### src/rtl/vga_timing_pkg.sv
// Shared 640x480@60 raster constants and the coordinate type used by every
// display block that consumes x/y from vga_timing_gen.
package vga_timing_pkg;

  localparam int H_DISPLAY = 32'd640;
  localparam int H_FRONT   = 32'd16;
  localparam int H_SYNC    = 32'd96;
  localparam int H_BACK    = 32'd48;
  localparam int V_DISPLAY = 32'd480;
  localparam int V_FRONT   = 32'd10;
  localparam int V_SYNC    = 32'd2;
  localparam int V_BACK    = 32'd33;

  localparam int H_TOTAL = H_DISPLAY + H_FRONT + H_SYNC + H_BACK;
  localparam int V_TOTAL = V_DISPLAY + V_FRONT + V_SYNC + V_BACK;

  localparam int COORD_W = 32'd10;
  typedef logic [COORD_W-1:0] coord_t;

  typedef struct packed {
    logic hsync;
    logic vsync;
    logic video_on;
  } sync_t;

  function automatic logic in_range(input coord_t v, input coord_t lo, input coord_t hi);
    return (v >= lo) && (v <= hi);
  endfunction

endpackage

### src/rtl/pixel_tick_div.sv
// Divides the system clock down to a registered one-clock pixel enable,
// first pulse CLK_DIV clocks after reset release.
module pixel_tick_div #(
  parameter int CLK_DIV = 4
) (
  input  logic clk,
  input  logic rst_n,
  output logic p_tick
);

  localparam int CW = $clog2(CLK_DIV);
  localparam logic [CW-1:0] CNT_MAX = CW'(CLK_DIV - 1);

  logic [CW-1:0] cnt_r;
  logic          tick_r;

  // wrap counter; tick is registered from the terminal count
  always_ff @(posedge clk or negedge rst_n) begin
    if (!rst_n) begin
      cnt_r  <= '0;
      tick_r <= 1'b0;
    end else begin
      tick_r <= (cnt_r == CNT_MAX);
      if (cnt_r == CNT_MAX) begin
        cnt_r <= '0;
      end else begin
        cnt_r <= cnt_r + 1'b1;
      end
    end
  end

  assign p_tick = tick_r;

endmodule

### src/rtl/vga_timing_gen.sv
// Raster scan generator: x/y, video_on, active-low syncs and frame_start.
// Define VGA_PIPE_EN to delay hsync/vsync/video_on by two clocks.
module vga_timing_gen #(
  parameter int CLK_DIV   = 4,
  parameter int H_DISPLAY = vga_timing_pkg::H_DISPLAY,
  parameter int H_FRONT   = vga_timing_pkg::H_FRONT,
  parameter int H_SYNC    = vga_timing_pkg::H_SYNC,
  parameter int H_BACK    = vga_timing_pkg::H_BACK,
  parameter int V_DISPLAY = vga_timing_pkg::V_DISPLAY,
  parameter int V_FRONT   = vga_timing_pkg::V_FRONT,
  parameter int V_SYNC    = vga_timing_pkg::V_SYNC,
  parameter int V_BACK    = vga_timing_pkg::V_BACK
) (
  input  logic                   clk,
  input  logic                   rst_n,
  output logic                   p_tick,
  output vga_timing_pkg::coord_t x,
  output vga_timing_pkg::coord_t y,
  output logic                   video_on,
  output logic                   hsync,
  output logic                   vsync,
  output logic                   frame_start
);

  import vga_timing_pkg::*;

  localparam int H_TOT = H_DISPLAY + H_FRONT + H_SYNC + H_BACK;
  localparam int V_TOT = V_DISPLAY + V_FRONT + V_SYNC + V_BACK;

  localparam coord_t H_LAST   = coord_t'(H_TOT - 1);
  localparam coord_t V_LAST   = coord_t'(V_TOT - 1);
  localparam coord_t H_VIS    = coord_t'(H_DISPLAY);
  localparam coord_t V_VIS    = coord_t'(V_DISPLAY);
  localparam coord_t HS_FIRST = coord_t'(H_DISPLAY + H_FRONT);
  localparam coord_t HS_LAST  = coord_t'(H_DISPLAY + H_FRONT + H_SYNC - 1);
  localparam coord_t VS_FIRST = coord_t'(V_DISPLAY + V_FRONT);
  localparam coord_t VS_LAST  = coord_t'(V_DISPLAY + V_FRONT + V_SYNC - 1);

  localparam sync_t DEC_RST = '{hsync: 1'b1, vsync: 1'b1, video_on: 1'b1};

  if (H_TOT > 1024 || V_TOT > 1024 || CLK_DIV < 2) begin : g_bad_params
    $error("vga_timing_gen: totals must fit 10-bit counters and CLK_DIV must be >= 2");
  end

  logic   p_tick_s;
  coord_t x_r;
  coord_t y_r;
  coord_t x_next_s;
  coord_t y_next_s;
  logic   wrap_s;
  sync_t  dec_next_s;
  sync_t  dec_r;
  logic   frame_start_r;

  pixel_tick_div #(.CLK_DIV(CLK_DIV)) u_tick (
    .clk    (clk),
    .rst_n  (rst_n),
    .p_tick (p_tick_s)
  );

  // next-state counters; decode looks at the next state so it lands with x/y
  always_comb begin
    x_next_s = x_r;
    y_next_s = y_r;
    wrap_s   = 1'b0;
    if (p_tick_s) begin
      if (x_r == H_LAST) begin
        x_next_s = '0;
        if (y_r == V_LAST) begin
          y_next_s = '0;
          wrap_s   = 1'b1;
        end else begin
          y_next_s = y_r + 1'b1;
        end
      end else begin
        x_next_s = x_r + 1'b1;
      end
    end else begin
      x_next_s = x_r;
    end
    dec_next_s.hsync    = !in_range(x_next_s, HS_FIRST, HS_LAST);
    dec_next_s.vsync    = !in_range(y_next_s, VS_FIRST, VS_LAST);
    dec_next_s.video_on = (x_next_s < H_VIS) && (y_next_s < V_VIS);
  end

  // coordinate and decode registers
  always_ff @(posedge clk or negedge rst_n) begin
    if (!rst_n) begin
      x_r           <= '0;
      y_r           <= '0;
      dec_r         <= DEC_RST;
      frame_start_r <= 1'b0;
    end else begin
      x_r           <= x_next_s;
      y_r           <= y_next_s;
      dec_r         <= dec_next_s;
      frame_start_r <= wrap_s;
    end
  end

  assign p_tick      = p_tick_s;
  assign x           = x_r;
  assign y           = y_r;
  assign frame_start = frame_start_r;

`ifdef VGA_PIPE_EN
  localparam sync_t PIPE_RST = '{hsync: 1'b1, vsync: 1'b1, video_on: 1'b0};

  sync_t pipe1_r;
  sync_t pipe2_r;

  // two-stage delay to line up with the ROM read plus registered rgb
  always_ff @(posedge clk or negedge rst_n) begin
    if (!rst_n) begin
      pipe1_r <= PIPE_RST;
      pipe2_r <= PIPE_RST;
    end else begin
      pipe1_r <= dec_r;
      pipe2_r <= pipe1_r;
    end
  end

  assign hsync    = pipe2_r.hsync;
  assign vsync    = pipe2_r.vsync;
  assign video_on = pipe2_r.video_on;
`else
  assign hsync    = dec_r.hsync;
  assign vsync    = dec_r.vsync;
  assign video_on = dec_r.video_on;
`endif

endmodule
### config.mk
export PLATFORM = sky130hd
export DESIGN_NAME = vga_timing_gen
export DESIGN_NICKNAME = d
export VERILOG_FILES = /design/src/rtl/vga_timing_pkg.sv /design/src/rtl/pixel_tick_div.sv /design/src/rtl/vga_timing_gen.sv
export SDC_FILE = /design/constraint.sdc
export NUM_CORES = 1
export LEC_CHECK = 0
export BUFFER_PORTS_ARGS = -buffer_cell sky130_fd_sc_hd__buf_2
export CAP_MARGIN = 20
export CORE_ASPECT_RATIO = 1.25
export CORE_UTILIZATION = 49
export DETAILED_ROUTE_END_ITERATION = 10
export GPL_TIMING_DRIVEN = 0
export PLACE_DENSITY = 0.76
export SYNTH_ARGS = -nofsm -noshare
export SYNTH_HDL_FRONTEND = slang
export SYNTH_SLANG_ARGS = --single-unit
export TNS_END_PERCENT = 1
### constraint.sdc
create_clock -name clk -period 1.73 [get_ports clk]
set_input_delay 0.173 -clock clk [delete_from_list [all_inputs] [get_ports clk]]
set_output_delay 0.173 -clock clk [all_outputs]
set_load 0.005 [all_outputs]
==> results.md, run 1 <==
Placed design:
- Once placement finished, the instance area stood at 0.00171 mm2.
- Before CTS, the worst setup slack after placement is -225 ps.
- The wire-length estimate of the detail-placed layout is 2200 um.
- Port buffering added 26 buffers.
- The final weighted congestion in routability-driven placement is 0.824.

STA:
- The number of pins with negative max-slew slack in the final report is 0.
- Across the routed clock network, the largest skew measured is 7.63 ps.
- The minimum period implied by the final worst setup slack is 1790 ps.
- The post-layout worst setup margin is -62.1 ps.
- Setup repair after global routing could not meet its margin everywhere.
- Setup violations remaining at the end of the flow were counted as 3.
- The headroom to the max-slew limit is 60.6%.
- The number of hold violations in the final report is 0.
- Static timing analysis puts the maximum clock frequency at 558 MHz.
- At the pin with the least slew margin, the transition time is 591 ps.
- Of the available clock period, the critical path in the final layout requires 104%.

Floorplan:
- In this run the core area contains 22 standard-cell rows.
- The core area is 0.00292 mm2.
- The die width is 51.3 um.
- The die is 63.7 um tall.
- In this run the count of I/O pins placed on the die edge is 27.
- The initial core utilization is 51.1%.
- The floorplan step defined a die boundary enclosing 0.00327 mm2.

Power and ir drop:
- The part of the power in combinational logic is 1.5%.
- Cell internal power was estimated by the tool at 721 uW.
- The switching portion of total power is 21.3%.
- Summed over all nets, the switching power comes to 196 uW.
- The clock network burns 29.5% of the power.
- The sequential share of power is 68.9%.
- The worst-case IR drop observed on VDD is 0.495 mV.
- The static power due to leakage is 0.939 nW.
- Dividing total power by cell area gives a power density of 458 mW/mm2.

Layout:
- Fill cells in the final layout number 231.
- Across the whole layout, storage elements account for 692 um2.
- The area taken by multi-input logic gates is 878 um2.
- With fillers left out, the area of the finished cells amounts to 0.00200 mm2.
- The number of nets at the end of the flow is 214.
- The final antenna diode count is 0.
- The area overhead of the layout relative to synthesis is 34.1%.
- The fraction of layout instances using a drive strength above 1 is 45.4%.

Route:
- The count of unresolved DRC violations after routing is 0.
- The first detailed-routing pass took 4 iterations.
- The final routed wire length divided by cell count is 13.7 um.
- The DRC marker count from the first detailed-route iteration is 29.
- The routed layout has 1318 vias.
- Once detail routing completed, the nets flagged for antenna violations numbered 0.
- Dividing the detail-routed via count by the number of cells gives 5.42.
- The total wirelength of the detailed-routed design is 3320 um.

Clock network:
- For the worst-skew pair, the clock arrives at the later sink with an insertion delay of 330 ps.
- Clock-pin slew was measured on the worst setup and hold paths at 140 ps.
- CTS built an H-tree with a depth of 1.
- The number of buffers inserted during clock tree synthesis is 3.
- TritonCTS built the clock tree.
- The tree built by TritonCTS fans out to 27 sinks.
- No sink is reached through more buffers than the 2 on the longest clock path.
- In this run the clock root is driven by a sky130_fd_sc_hd__clkbuf_4.

Global route:
- Summed over all layers, the global routing overflow is 0.
- Entering global routing, the biggest net connects 28 pins.
- The total global-route track usage is 23.4%.
- The first global-routing pass estimated 5640 um of wire.
- The number of antenna violations at the first check in global routing is 0.
- The number of global-route vias before repair is 1315.

Synth:
- The share of synthesized flip-flops with an asynchronous set or reset is 100%.
- Synthesis produced a netlist whose cell count is 159.
- During synthesis, Yosys emitted a total of 0 warnings.
- The cell area after synthesis is 0.00149 mm2.
- By area the synthesized netlist is led by sky130_fd_sc_hd__dfrtp_1 40%, sky130_fd_sc_hd__dfstp_2 5.3%, sky130_fd_sc_hd__nand2_1 4.0%.
- The net count of the mapped netlist is 165.
- The post-synthesis sequential area ratio is 45.6%.
- The post-synthesis average cell area is 9.38 um2.
- Yosys mapped a number of flops with a built-in enable equal to 0.
- For this run, the leading register cell type out of synthesis is sky130_fd_sc_hd__dfrtp_1.
- By count the netlist is led by 24 x sky130_fd_sc_hd__dfrtp_1, 16 x sky130_fd_sc_hd__nand2_1, 15 x sky130_fd_sc_hd__nor2_1.
- The distinct cell type count of the synthesized netlist is 41.
- The biggest area contributor in the post-synthesis netlist is sky130_fd_sc_hd__dfrtp_1.
- The count of state elements after synthesis is 27.
- The area share of the leading cell type in the synthesized netlist is 40.3%.
- The cell with the most instances after synthesis is sky130_fd_sc_hd__dfrtp_1.

Run status:
- The final reports fail on negative setup slack.
- The flow ran to the end, but the final reports show violations.

Run:
- The max capacitance violation total is 0.

Setup path:
- STA classifies the critical path startpoint as a flop.
- STA classifies the critical path endpoint as a flop.
- The critical path in this run is classified as flop to flop.
- At the worst endpoint, the arrival time is 2060 ps.
- The maximum net fanout on the critical path is 4.
- The data required time of the critical path is 2000 ps.

Hold path:
- The worst hold path belongs to the class primary input to asynchronous set/reset pin.
-- cells by family (layout without fill, tap and decap cells) --
| logic type | count (synthesis) | in the layout | synth area share (%) |
|---|---|---|---|
| AOI/OAI and AO/OA | 28 | 28 | 12.3 |
| muxes | 4 | 4 | 2.85 |
| DFF | 27 | 27 | 45.6 |
| buffers and inverters | 16 | 64 | 4.87 |
| xor gates and xnor gates | 9 | 9 | 5.28 |
| and+or+nand+nor | 71 | 71 | 25.8 |
| adders and majority gates | 4 | 4 | 3.36 |
-- cells in the final DEF, fill, tap and decap left out, drive strengths merged, types with 2 or more instances in the layout --
master,n
a21o,4
a21oi,2
a31oi,3
and2,3
buf,48
clkbuf,4
dfrtp,24
dfstp,3
ha,4
inv,10
mux2,2
mux2i,2
nand2,16
nand3,11
nand4,3
nor2,15
nor3,7
nor3b,2
nor4,2
o211ai,2
o21ai,8
o22ai,2
o31ai,3
or3,4
or4,2
xnor2,5
xor2,4
-- worst max-delay path: stages (launching register included) --
cell and delay [ps]:
sky130_fd_sc_hd__dfrtp_2 430, sky130_fd_sc_hd__or4_4 580, sky130_fd_sc_hd__or3_4 360, sky130_fd_sc_hd__nand3_1 90, sky130_fd_sc_hd__o211ai_1 100, sky130_fd_sc_hd__o22ai_1 170
-- area by class of cell --
type	instances	share of cell area, %
inverter	10	1.88
clock buffer	3	1.13
multi-input combinational	116	43.9
tap	36	2.25
clock inverter	1	0.250
sequential	27	34.6
timing repair buffer	48	14.9
buffer	2	1.06
-- timing repair --
item,in CTS,in global routing
hold endpoints to repair,24,0
setup buffers,18,3
endpoints found under the setup margin,8,9
gates resized for setup,22,11
hold buffers,1,0
pin swaps,14,12
-- final timing paths --
path	startpoint	to	slack, ps	cells after the start
worst max register to register	y[7]	video_on	-60	5
worst max-delay path	y[7]	video_on	-60	5
min in group clk	u_tick.cnt_r[0]	u_tick.cnt_r[0]	430	1
worst min-delay path	rst_n	y[8]	360	2
worst min register to register	u_tick.cnt_r[0]	u_tick.cnt_r[0]	430	1
max in group asynchronous	rst_n	x[9]	950	2
-- sequential cells by signal (all words and copies together) (netlist names) --
name and cells:
y 10, u_tick.p_tick 1, hsync 1, frame_start 1, vsync 1, x 10, u_tick.cnt_r 2, video_on 1
-- power groups by stage --
stage | clock, mW | sequential, mW | combinational, mW
6_report | 0.271 | 0.631 | 0.0140
5_1_grt | 0.305 | 0.632 | 0.0177
4_1_cts | 0.282 | 0.632 | 0.0152
3_5_place_dp | 0 | 0.643 | 0.0134
3_3_place_gp | 0 | 0.643 | 0.0131
2_1_floorplan | 0 | 0.643 | 0.000000322
-- metal layers --
metal / routed length (um) / GRT usage, %
met2: 1690 / 40.1
met1: 1470 / 28.9
met3: 99 / 2.17
met4: 62 / 10.8
met5: 0 / 0
-- through the flow --
stage | total power, mW | hold WS, ps | cells | setup TNS (ps) | util [%]
finish | 0.916 | 361 | 243 | -142 | 68.5
global route | 0.954 | 423 | 243 | -689 | 68.5
CTS | 0.928 | 374 | 241 | -167 | 67.1
detailed placement | 0.657 | 211 | 221 | -1060 | 58.4
global placement | 0.656 | 204 | 221 | -609 | 58.4
floorplan | 0.643 | -123 | 159 | -2.91 | -
No activity file was read; power rests on OpenSTA's default activity.
==> inputs of run 2 (changes only) <==
--- a/config.mk
+++ b/config.mk
@@ -12,3 +12,2 @@
 export DETAILED_ROUTE_END_ITERATION = 10
-export GPL_TIMING_DRIVEN = 0
 export PLACE_DENSITY = 0.76
==> constraint.sdc (replaced) <==
create_clock -name clk -period 1.73 [get_ports clk]
set_input_delay 0.346 -clock clk [delete_from_list [all_inputs] [get_ports clk]]
set_output_delay 0.346 -clock clk [all_outputs]
set_load 0.005 [all_outputs]
==> run 2 against run 1 <==
  * The run ends with negative hold slack, negative setup slack left
  * Clock-buffer cell count did not move
  * Register-to-register slack got worse by 50 ps
  * Cell count rose by 4.9%
  * Fmax fell by 2.9%
  * Core utilization rose by 0.94 points
  * Die area did not move
  * Worst hold slack got worse by 370 ps
  * Largest power group unchanged
==> results.md, run 2 (synthesized netlist as in run 1, its figures left out) <==
Run status:
- The run finished, with violations left.
- The final reports fail on negative hold slack, negative setup slack.

Route:
- The number of vias per cell after detailed routing was 5.64 (+4.0%).
- The count of unresolved DRC violations after routing is 0 (unchanged).
- The final routed wire length divided by cell count is 14.7 um (+7.7%).
- The number of detailed-routing iterations run before antenna repair is 4 (unchanged).
- The DRC marker count from the first detailed-route iteration came to 32 (+10%).
- The total wirelength of the detailed-routed design is 3760 um (+13%).
- The number of vias in the routed layout came to 1438 (+9.1%).
- The number of antenna-violating nets in the routed design came to 0 (unchanged).

Clock network:
- The TritonCTS clock tree is yes.
- The clock network latency to the later pin of the worst-skew pair was 330 ps (about the same).
- The number of buffers inserted during clock tree synthesis is 3 (unchanged).
- The sink count of the clock tree came to 27 (unchanged).
- The maximum level of the CTS H-tree is 1 (unchanged).
- The clock transition time at the flip-flop clock pins of the worst setup and hold paths is 150 ps (about the same).
- The maximum number of buffers from clock root to sink is 2 (unchanged).
- The clock root buffer is sky130_fd_sc_hd__clkbuf_4.

Global route:
- The number of antenna violations at the first check in global routing is 0 (unchanged).
- The total global-route track usage is 25.0% (+1.7 points).
- The total congestion overflow was 0 (unchanged).
- The first-pass GRT wire length is 6220 um (+10%).
- The number of global-route vias before repair is 1417 (+7.8%).
- The maximum number of pins on one net before global-route repair is 28 (unchanged).

Floorplan:
- The die width was 51.3 um (unchanged).
- The count of pins on the block boundary is 27 (unchanged).
- The overall die height is 63.7 um (unchanged).
- The number of standard-cell rows in the floorplan is 22 (unchanged).
- The initial core utilization is 51.1% (unchanged).
- The core area is 0.00292 mm2 (unchanged).
- The total die area is 0.00327 mm2 (unchanged).

Run:
- The max capacitance violation total is 0 (unchanged).

STA:
- The worst hold slack across all endpoints is -8.04 ps (-369 ps).
- The number of hold violations in the final report is 8 (+8).
- The final number of setup-violating endpoints was 4 (+1).
- The final cycle utilization of the critical path is 107% (+3.1 points).
- The post-layout worst setup margin is -116 ps (-54.2 ps).
- The worst clock skew on the final layout was 11.5 ps (+3.89 ps).
- The number of pins with negative max-slew slack in the final report is 0 (unchanged).
- The minimum period implied by the final worst setup slack is 1850 ps (+54.2 ps).
- The highest achievable clock rate is 542 MHz (-2.9%).
- The headroom to the max-slew limit is 60.4% (-0.28 points).
- Setup repair after global routing could not meet its margin everywhere.
- The transition time at the pin with the least slew margin is 595 ps (+4.14 ps).

Setup path:
- The cell type of the slowest stage on the worst timing path is sky130_fd_sc_hd__or4_4.
- The capturing element type of the critical path is a flop.
- In this design, the largest share of critical-path delay is due to simple AND/OR/NAND/NOR gates.
- The maximum cell stage delay along the critical path came to 570 ps (about the same).
- The critical path goes through or4_4 -> or3_1 -> nand3_1 -> o211ai_1 -> o22ai_2.
- The kind of critical path is flop to flop.
- The buffer and inverter count on the worst path was 0 (unchanged).
- The register-to-register setup slack was -120 ps (-50 ps).
- The data required time of the critical path is 1980 ps (-20 ps).
- The arrival time at the worst endpoint is 2100 ps (+40 ps).
- The type of origin of the critical path is a flop.
- The maximum net fanout on the critical path is 4 (unchanged).

Hold path:
- The min-delay analysis places its worst path in the category primary input to asynchronous set/reset pin.

Layout:
- The library cell used most frequently in the layout, excluding fill and tap cells, is sky130_fd_sc_hd__buf_4.
- The area overhead of the layout relative to synthesis is 35.9%.
- The number of nets at the end of the flow was 226 (+5.6%).
- The library cells used most frequently in the layout, excluding fill and tap cells, are 36 x sky130_fd_sc_hd__buf_4, 26 x sky130_fd_sc_hd__buf_2, 21 x sky130_fd_sc_hd__dfrtp_1, 16 x sky130_fd_sc_hd__nand2_1, 14 x sky130_fd_sc_hd__nor2_1.
- The fraction of layout instances using a drive strength above 1 was 44.3% (-1.1 points).
- The final antenna diode count is 0 (unchanged).
- The number of inserted filler cells in the final layout is 242 (+4.8%).

Power and ir drop:
- The maximum ir drop on the vdd rail is 0.459 mV (-7.3%).
- The post-route total power came to 915 uW (-0.16%).
- The power density normalized to cell area is 451 mW/mm2 (-1.5%).
- The static power due to leakage is 0.970 nW (+3.3%).

Placed design:
- The worst setup timing slack at the placement stage is -103 ps (+122 ps).
- The final weighted congestion in routability-driven placement came to 0.874 (+6.1%).
- The count of buffers from port buffering is 26 (unchanged).
- The HPWL after detailed placement is 2730 um (+24%).
run 2: cell count changes in the layout (fill, tap and decap cells not counted), moves of 2 or more:
cell	previous run	this run
sky130_fd_sc_hd__buf_4	22	36
sky130_fd_sc_hd__dfrtp_1	14	21
sky130_fd_sc_hd__dfrtp_2	10	3
sky130_fd_sc_hd__nand3_2	0	2
sky130_fd_sc_hd__nand3_4	2	0
sky130_fd_sc_hd__nor4_2	0	2
run 2: worst paths after layout:
check / start / endpoint / depth (start not counted)
max: y[5] / video_on / 5
min: rst_n / x[7] / 1
max reg2reg: y[5] / video_on / 5
min reg2reg: u_tick.cnt_r[0] / u_tick.cnt_r[0] / 1
max in group asynchronous: rst_n / y[5] / 1
min in group clk: u_tick.cnt_r[0] / u_tick.cnt_r[0] / 1
run 2: per-layer routing:
layer,wire [um],part of all wire (%),GRT usage (%)
met5,0,0,0
met2,2020,54,45.4
met1,1510,40,29.8
met4,68,1.8,8.78
met3,155,4.1,2.66
run 2: layout make-up:
class                           instances  area, um2  share of cell area (%)
Multi-Input combinational cell        116        833                    41.1
Sequential cell                        27        683                    33.7
Timing Repair Buffer                   62        400                    19.8
Tap cell                               36       45.0                    2.22
Inverter                               10       37.5                    1.85
Clock buffer                            3       22.5                    1.11
Clock inverter                          1       5.00                   0.247
run 2: what timing repair did:
item                                    CTS  global route
endpoints found under the setup margin    5             9
setup buffers                             1             1
gates resized for setup                   5             8
pin swaps                                 6             6
hold buffers                              0             0
run 2: power by group:
| group | internal (mW) | switching, mW | total, mW |
|---|---|---|---|
| sequential | 0.632 | 0 | 0.632 |
| combinational | 0.000808 | 0.0116 | 0.0124 |
| clock | 0.0868 | 0.184 | 0.271 |
run 2: stage by stage:
| stage | instance area [um2] | utilization [%] | TNS (ps) | hold WS (ps) | instances |
|---|---|---|---|---|---|
| finish | 2030 | 69.5 | -319 | -8.04 | 255 |
| global route | 2030 | 69.5 | -718 | 18.1 | 255 |
| CTS | 1980 | 67.9 | -355 | 0.298 | 254 |
| detailed placement | 1920 | 65.9 | -253 | 381 | 249 |
| global placement | 1920 | 65.9 | -165 | 372 | 249 |
| floorplan | 1530 | - | -2.91 | 50.4 | 159 |
